[config.mk]
export PLATFORM = sky130hd
export DESIGN_NAME = wb_cdb_arbiter
export DESIGN_NICKNAME = d
export VERILOG_FILES = /design/src/rtl/wb_cdb_arbiter.sv
export SDC_FILE = /design/constraint.sdc
export NUM_CORES = 1
export LEC_CHECK = 0
export ABC_AREA = 1
export CAP_MARGIN = 20
export CORE_MARGIN = 10
export CORE_UTILIZATION = 32
export DETAILED_ROUTE_END_ITERATION = 10
export PLACE_DENSITY = 0.73
export SLEW_MARGIN = 20
export SYNTH_ARGS = -nofsm -noshare
export SYNTH_HDL_FRONTEND = slang
export SYNTH_SLANG_ARGS = --single-unit
[constraint.sdc]
create_clock -name clk_i -period 2 [get_ports clk_i]
set_input_delay 0.4 -clock clk_i [delete_from_list [all_inputs] [get_ports clk_i]]
set_output_delay 0.4 -clock clk_i [all_outputs]
set_load 0.01 [all_outputs]
[src/rtl/wb_cdb_arbiter.sv]
// Round-robin writeback arbiter feeding CDB, PRF write and ROB completion.
// Optional WB_ARB_BR_PRIO_EN: channel BR_CH always wins when valid.
module wb_cdb_arbiter #(
  parameter int NUM_CH         = 3,
  parameter int PREG_W         = 6,
  parameter int DATA_W         = 32,
  parameter int ROB_DEPTH      = 16,
  parameter int RECOVER_CYCLES = 2,
  parameter int BR_CH          = 1,
  localparam int ROB_IDX_W     = $clog2(ROB_DEPTH)
) (
  input  logic                        clk_i,
  input  logic                        reset_i,
  input  logic                        flush_i,
  input  logic [NUM_CH-1:0]           wb_valid_i,
  output logic [NUM_CH-1:0]           wb_ready_o,
  input  logic [NUM_CH-1:0]           wb_we_i,
  input  logic [NUM_CH-1:0]           wb_mispredict_i,
  input  logic [NUM_CH*PREG_W-1:0]    wb_tag_i,
  input  logic [NUM_CH*DATA_W-1:0]    wb_data_i,
  input  logic [NUM_CH*ROB_IDX_W-1:0] wb_rob_idx_i,
  output logic                        cdb_valid_o,
  output logic [PREG_W-1:0]           cdb_tag_o,
  output logic                        prf_wb_en_o,
  output logic [PREG_W-1:0]           prf_wb_addr_o,
  output logic [DATA_W-1:0]           prf_wb_data_o,
  output logic                        rob_complete_valid_o,
  output logic [ROB_IDX_W-1:0]        rob_complete_idx_o,
  output logic                        rob_complete_mispredict_o,
  output logic                        recover_o,
  output logic                        busy_o
);

  localparam int CH_W  = (NUM_CH > 1) ? $clog2(NUM_CH) : 1;
  localparam int CNT_W = $clog2(RECOVER_CYCLES + 1);

  typedef enum logic {
    ARB,
    RECOVER
  } state_e;

  state_e           state_q, state_d;
  logic [CNT_W-1:0] cnt_q, cnt_d;
  logic [CH_W-1:0]  rr_ptr_q, rr_ptr_d;

  logic             gnt_vld;
  logic [CH_W-1:0]  gnt_idx;
  logic             xfer;
  logic             gnt_mp;

  logic                 cdb_valid_q, cdb_valid_d;
  logic                 prf_en_q, prf_en_d;
  logic                 rob_valid_q, rob_valid_d;
  logic                 recover_q, recover_d;
  logic                 mp_q, mp_d;
  logic [PREG_W-1:0]    tag_q, tag_d;
  logic [DATA_W-1:0]    data_q, data_d;
  logic [ROB_IDX_W-1:0] idx_q, idx_d;

  // First valid channel scanning from rr_ptr upward, modulo NUM_CH
  always_comb begin
    gnt_vld = 1'b0;
    gnt_idx = '0;
`ifdef WB_ARB_BR_PRIO_EN
    if (wb_valid_i[BR_CH]) begin
      gnt_vld = 1'b1;
      gnt_idx = CH_W'(BR_CH);
    end
`endif
    for (int i = 0; i < NUM_CH; i++) begin
      if (!gnt_vld &&
          wb_valid_i[(int'(rr_ptr_q) + i) % NUM_CH]) begin
        gnt_vld = 1'b1;
        gnt_idx = CH_W'((int'(rr_ptr_q) + i) % NUM_CH);
      end
    end
  end

  assign xfer   = gnt_vld && (state_q == ARB) && !flush_i;
  assign gnt_mp = wb_mispredict_i[gnt_idx];

  always_comb begin
    rr_ptr_d = rr_ptr_q;
    if (xfer) begin
      if (gnt_idx == CH_W'(NUM_CH - 1)) begin
        rr_ptr_d = '0;
      end else begin
        rr_ptr_d = gnt_idx + 1'b1;
      end
`ifdef WB_ARB_BR_PRIO_EN
      if (gnt_idx == CH_W'(BR_CH)) begin
        rr_ptr_d = rr_ptr_q;
      end
`endif
    end
  end

  always_ff @(posedge clk_i) begin
    if (reset_i) begin
      state_q  <= ARB;
      cnt_q    <= '0;
      rr_ptr_q <= '0;
    end else begin
      state_q  <= state_d;
      cnt_q    <= cnt_d;
      rr_ptr_q <= rr_ptr_d;
    end
  end

  always_comb begin
    state_d = state_q;
    cnt_d   = cnt_q;
    if (flush_i) begin
      state_d = ARB;
      cnt_d   = '0;
    end else begin
      unique case (state_q)
        ARB: begin
          if (xfer && gnt_mp) begin
            state_d = RECOVER;
            cnt_d   = CNT_W'(RECOVER_CYCLES);
          end
        end
        RECOVER: begin
          cnt_d = cnt_q - 1'b1;
          if (cnt_q <= CNT_W'(1)) begin
            state_d = ARB;
            cnt_d   = '0;
          end
        end
        default: begin
          state_d = ARB;
          cnt_d   = '0;
        end
      endcase
    end
  end

  always_comb begin
    wb_ready_o = '0;
    if (xfer) begin
      wb_ready_o[gnt_idx] = 1'b1;
    end
    busy_o = (state_q == RECOVER);
  end

  // Payloads hold their last value when nothing transfers
  always_comb begin
    cdb_valid_d = 1'b0;
    prf_en_d    = 1'b0;
    rob_valid_d = 1'b0;
    recover_d   = 1'b0;
    mp_d        = mp_q;
    tag_d       = tag_q;
    data_d      = data_q;
    idx_d       = idx_q;
    if (xfer) begin
      cdb_valid_d = wb_we_i[gnt_idx];
      prf_en_d    = wb_we_i[gnt_idx];
      rob_valid_d = 1'b1;
      recover_d   = gnt_mp;
      mp_d        = gnt_mp;
      tag_d       = wb_tag_i[gnt_idx*PREG_W +: PREG_W];
      data_d      = wb_data_i[gnt_idx*DATA_W +: DATA_W];
      idx_d       = wb_rob_idx_i[gnt_idx*ROB_IDX_W +: ROB_IDX_W];
    end
  end

  always_ff @(posedge clk_i) begin
    if (reset_i) begin
      cdb_valid_q <= 1'b0;
      prf_en_q    <= 1'b0;
      rob_valid_q <= 1'b0;
      recover_q   <= 1'b0;
      mp_q        <= 1'b0;
      tag_q       <= '0;
      data_q      <= '0;
      idx_q       <= '0;
    end else begin
      cdb_valid_q <= cdb_valid_d;
      prf_en_q    <= prf_en_d;
      rob_valid_q <= rob_valid_d;
      recover_q   <= recover_d;
      mp_q        <= mp_d;
      tag_q       <= tag_d;
      data_q      <= data_d;
      idx_q       <= idx_d;
    end
  end

  assign cdb_valid_o               = cdb_valid_q;
  assign cdb_tag_o                 = tag_q;
  assign prf_wb_en_o               = prf_en_q;
  assign prf_wb_addr_o             = tag_q;
  assign prf_wb_data_o             = data_q;
  assign rob_complete_valid_o      = rob_valid_q;
  assign rob_complete_idx_o        = idx_q;
  assign rob_complete_mispredict_o = mp_q;
  assign recover_o                 = recover_q;

endmodule

==> impl_metrics.ini <==
[power]
power_density_nw_per_um2 = 1800
total_leakage_power_nw = 2.27
ir_worst_vdd_v = 0.00106

[route]
viasPerCell = 5.33
firstDrtPassIters = 4
drc = 0
routedWlPerCell_um = 20.6
vias = 3731
route.final.wire_length_um = 14400
drtIter0Drc = 194
ant_nets = 0

[synth]
ys_ff_latch = 51
syn_area_um2 = 2780
synth_nets = 506
ys_types = 28
synth_ff_type = dfxtp_1
synth_area_leader_cell = dfxtp_1
ys_seq_area_share_pct = 36.7
synth_top_area_share_pct = 36.7
syn-instance-count = 364
ys_warn_count = 0
syn_avg_cell_area_um2 = 7.64
synthArstFlopShare_pct = 0
synth.area.top_cells = dfxtp_1 37%, a21oi_1 17%, nand2_1 7.4%
synth_edf_count = 0

[global_routing]
grt_pass1_wl_um = 20800
antenna_found_initial = 0
grt.total_usage_pct = 19.9
grt_max_degree = 26
grt_pass1_vias = 3845
grt-ovfl-total = 0

[floorplanning]
die-height_um = 113
io_pins = 195
dieArea_um2 = 12800
fp-row-count = 33
core_area_um2 = 8340
die_x_um = 113
start_util_pct = 33.4

[cts]
root_buffer = clkbuf_8
clkTransAtPathRegs_ps = 90
cts_buffers = 5
clkLatencyLatePin_ps = 300
clock_path_buffers = 2
cts_num_sinks = 51
h-tree-depth = 2
cts_tree = built

[setup_path]
end_kind = output pin
r2r.worst_path.cells = 16
startpoint_type = register
crit_type = reg2out
crit_required_ps = 1600
crit_fanout = 6
regToRegSetupSlack_ps = -310
critPathArrivalTime_ps = 1980
rr_startpoint = rr_ptr_q[0]
r2r_end = prf_wb_data_o[21]

[timing]
timing.final.crit_share_pct = 119
setup_viol = 53
tightest_slew_ps = 287
rsz0062_at_grt = true
fin_skew_ps = 6.49
relSlewSlack_pct = 80.8
slew_viol_final = 0
holdWs_ps = 496
period_minus_slack_ps = 2380
finalHoldViolations = 0
setup_ws_ps = -384
fmax_mhz = 419

[placement]
place_area_um2 = 4950
dp.cells = 656
gp_congestion = 0.817
hpwlAfterDp_um = 9460
dp_worst_setup_slack_ps = -767
io_buffers = 194

[layout]
antennaDiodeCount = 0
area_growth_pct = 116
finalCoreUtilization_pct = 72.0
drive_gt1_share_pct = 29.9
layoutNonFillerInstCount = 700
finalInstanceArea_um2 = 6000
finalNetCount = 736

[worst_hold_path]
holdCritStartpoint = rob_complete_mispredict_o
min_to = rob_complete_mispredict_o
min_path_cells = 2
hold_path_class = reg2reg

[job]
cap_violations = 0

[run_status]
outcome = complete, but fails checks
failed_checks = setup timing
==> area by class of cell <==
type | instances | area, µm²
well taps | 105 | 131
repair buffers | 255 | 2760
fillers | 620 | 2340
inverters | 17 | 78.8
flip-flops and latches | 51 | 1030
clock inverters | 2 | 35.0
multi-input cells | 264 | 1890
clock buffers | 6 | 82.6
==> synthesized netlist by cell type, types with 2 or more instances <==
master,n
ha_1,4
nand4_1,3
inv_1,12
buf_4,14
nand2_1,55
dfxtp_1,51
inv_2,5
clkbuf_1,8
a22oi_1,18
nor3_1,2
buf_6,6
a31oi_1,15
a21oi_1,94
buf_2,5
nand3_1,15
o21ai_2,2
nand3_2,2
nor2_1,8
nand2_2,4
o21ai_0,24
a22oi_2,10
==> stage by stage <==
| stage | power [mW] | setup TNS (ps) |
|---|---|---|
| 3_3_place_gp | 7.02 | -25220 |
| 3_5_place_dp | 7.12 | -27600 |
| 2_1_floorplan | 4.81 | 0 |
| 6_report | 10.8 | -12770 |
| 4_1_cts | 9.90 | -7170 |
| 5_1_grt | 11.4 | -17370 |
==> worst max-delay path, stage by stage, from the launching register on <==
cell     delay (ps)
dfxtp_4         380
inv_4            40
ha_4            300
inv_4            60
nand2_2          60
nand3_2          80
nand2_4          90
buf_4           110
nand4_1         130
o221a_2         170
nor2_1          110
buf_2           150
==> cells in the final DEF, fill, tap and decap left out, types with 3 or more instances in the layout <==
| cell | instances |
|---|---|
| buf_8 | 3 |
| buf_12 | 15 |
| nor2_4 | 5 |
| clkdlybuf4s50_1 | 189 |
| nand2_4 | 7 |
| nand2_2 | 8 |
| a31oi_1 | 15 |
| nand3_4 | 4 |
| buf_4 | 30 |
| a21oi_2 | 26 |
| buf_2 | 3 |
| buf_6 | 6 |
| inv_2 | 4 |
| o21ai_1 | 7 |
| o21ai_0 | 15 |
| nand3_1 | 8 |
| nand2_1 | 46 |
| clkbuf_8 | 6 |
| inv_4 | 3 |
| inv_1 | 9 |
| nand4_1 | 3 |
| nand3_2 | 5 |
| a21oi_1 | 67 |
| a22oi_2 | 27 |
| dfxtp_1 | 49 |
| buf_16 | 5 |
| o21ai_2 | 4 |
| nor2_1 | 5 |
==> report_power, final <==
group	internal (mW)	leakage, nW	switching, mW
clock network	0.406	0.0612	0.357
registers	1.44	0.424	0.238
logic	4.38	1.79	3.96
==> flip-flops by register name (all words and copies together), names as in the netlist <==
register                   flops
prf_wb_data_o                 32
cdb_tag_o                      6
prf_wb_en_o                    1
recover_o                      1
cnt_q                          2
busy_o                         1
rr_ptr_q                       2
rob_complete_mispredict_o      1
rob_complete_idx_o             4
rob_complete_valid_o           1
==> kinds of logic (layout without fill, tap and decap cells) <==
family	count (synthesis)	after routing	synth area share, %
adders and majority gates	4	4	1.80
buffers and inverters	50	280	10.5
DFF	51	51	36.7
and+or+nand+nor	93	94	15.6
AOI/OAI and AO/OA	166	166	35.4
==> routing by layer <==
layer | up-vias | track usage (%) | routed length (µm)
met5 | - | 0 | 0
met4 | 0 | 5.84 | 337
met3 | 24 | 5.81 | 984
met2 | 147 | 36.3 | 7450
met1 | 1802 | 21.6 | 5650
li1 | 1758 | - | -
==> what timing repair did <==
action	4_1_cts	5_1_grt
pin swaps	25	46
buffers inserted	18	10
cloned	8	3
gates resized for setup	79	68
hold buffers	0	0
setup endpoints to repair	53	53
==> worst max-delay path by stage <==
stage | depth (start not counted) | startpoint | endpoint | slack (ps)
after floorplan | 9 | rr_ptr_q[1] | wb_ready_o[0] | 0.8
after global placement | 10 | wb_valid_i[2] | wb_ready_o[0] | -710
after detailed placement | 10 | wb_valid_i[2] | wb_ready_o[0] | -770
after CTS | 12 | rr_ptr_q[0] | wb_ready_o[2] | -310
after global routing | 11 | rr_ptr_q[0] | wb_ready_o[1] | -450
final | 11 | rr_ptr_q[0] | wb_ready_o[1] | -380
Power figures use the tool's default switching activity.
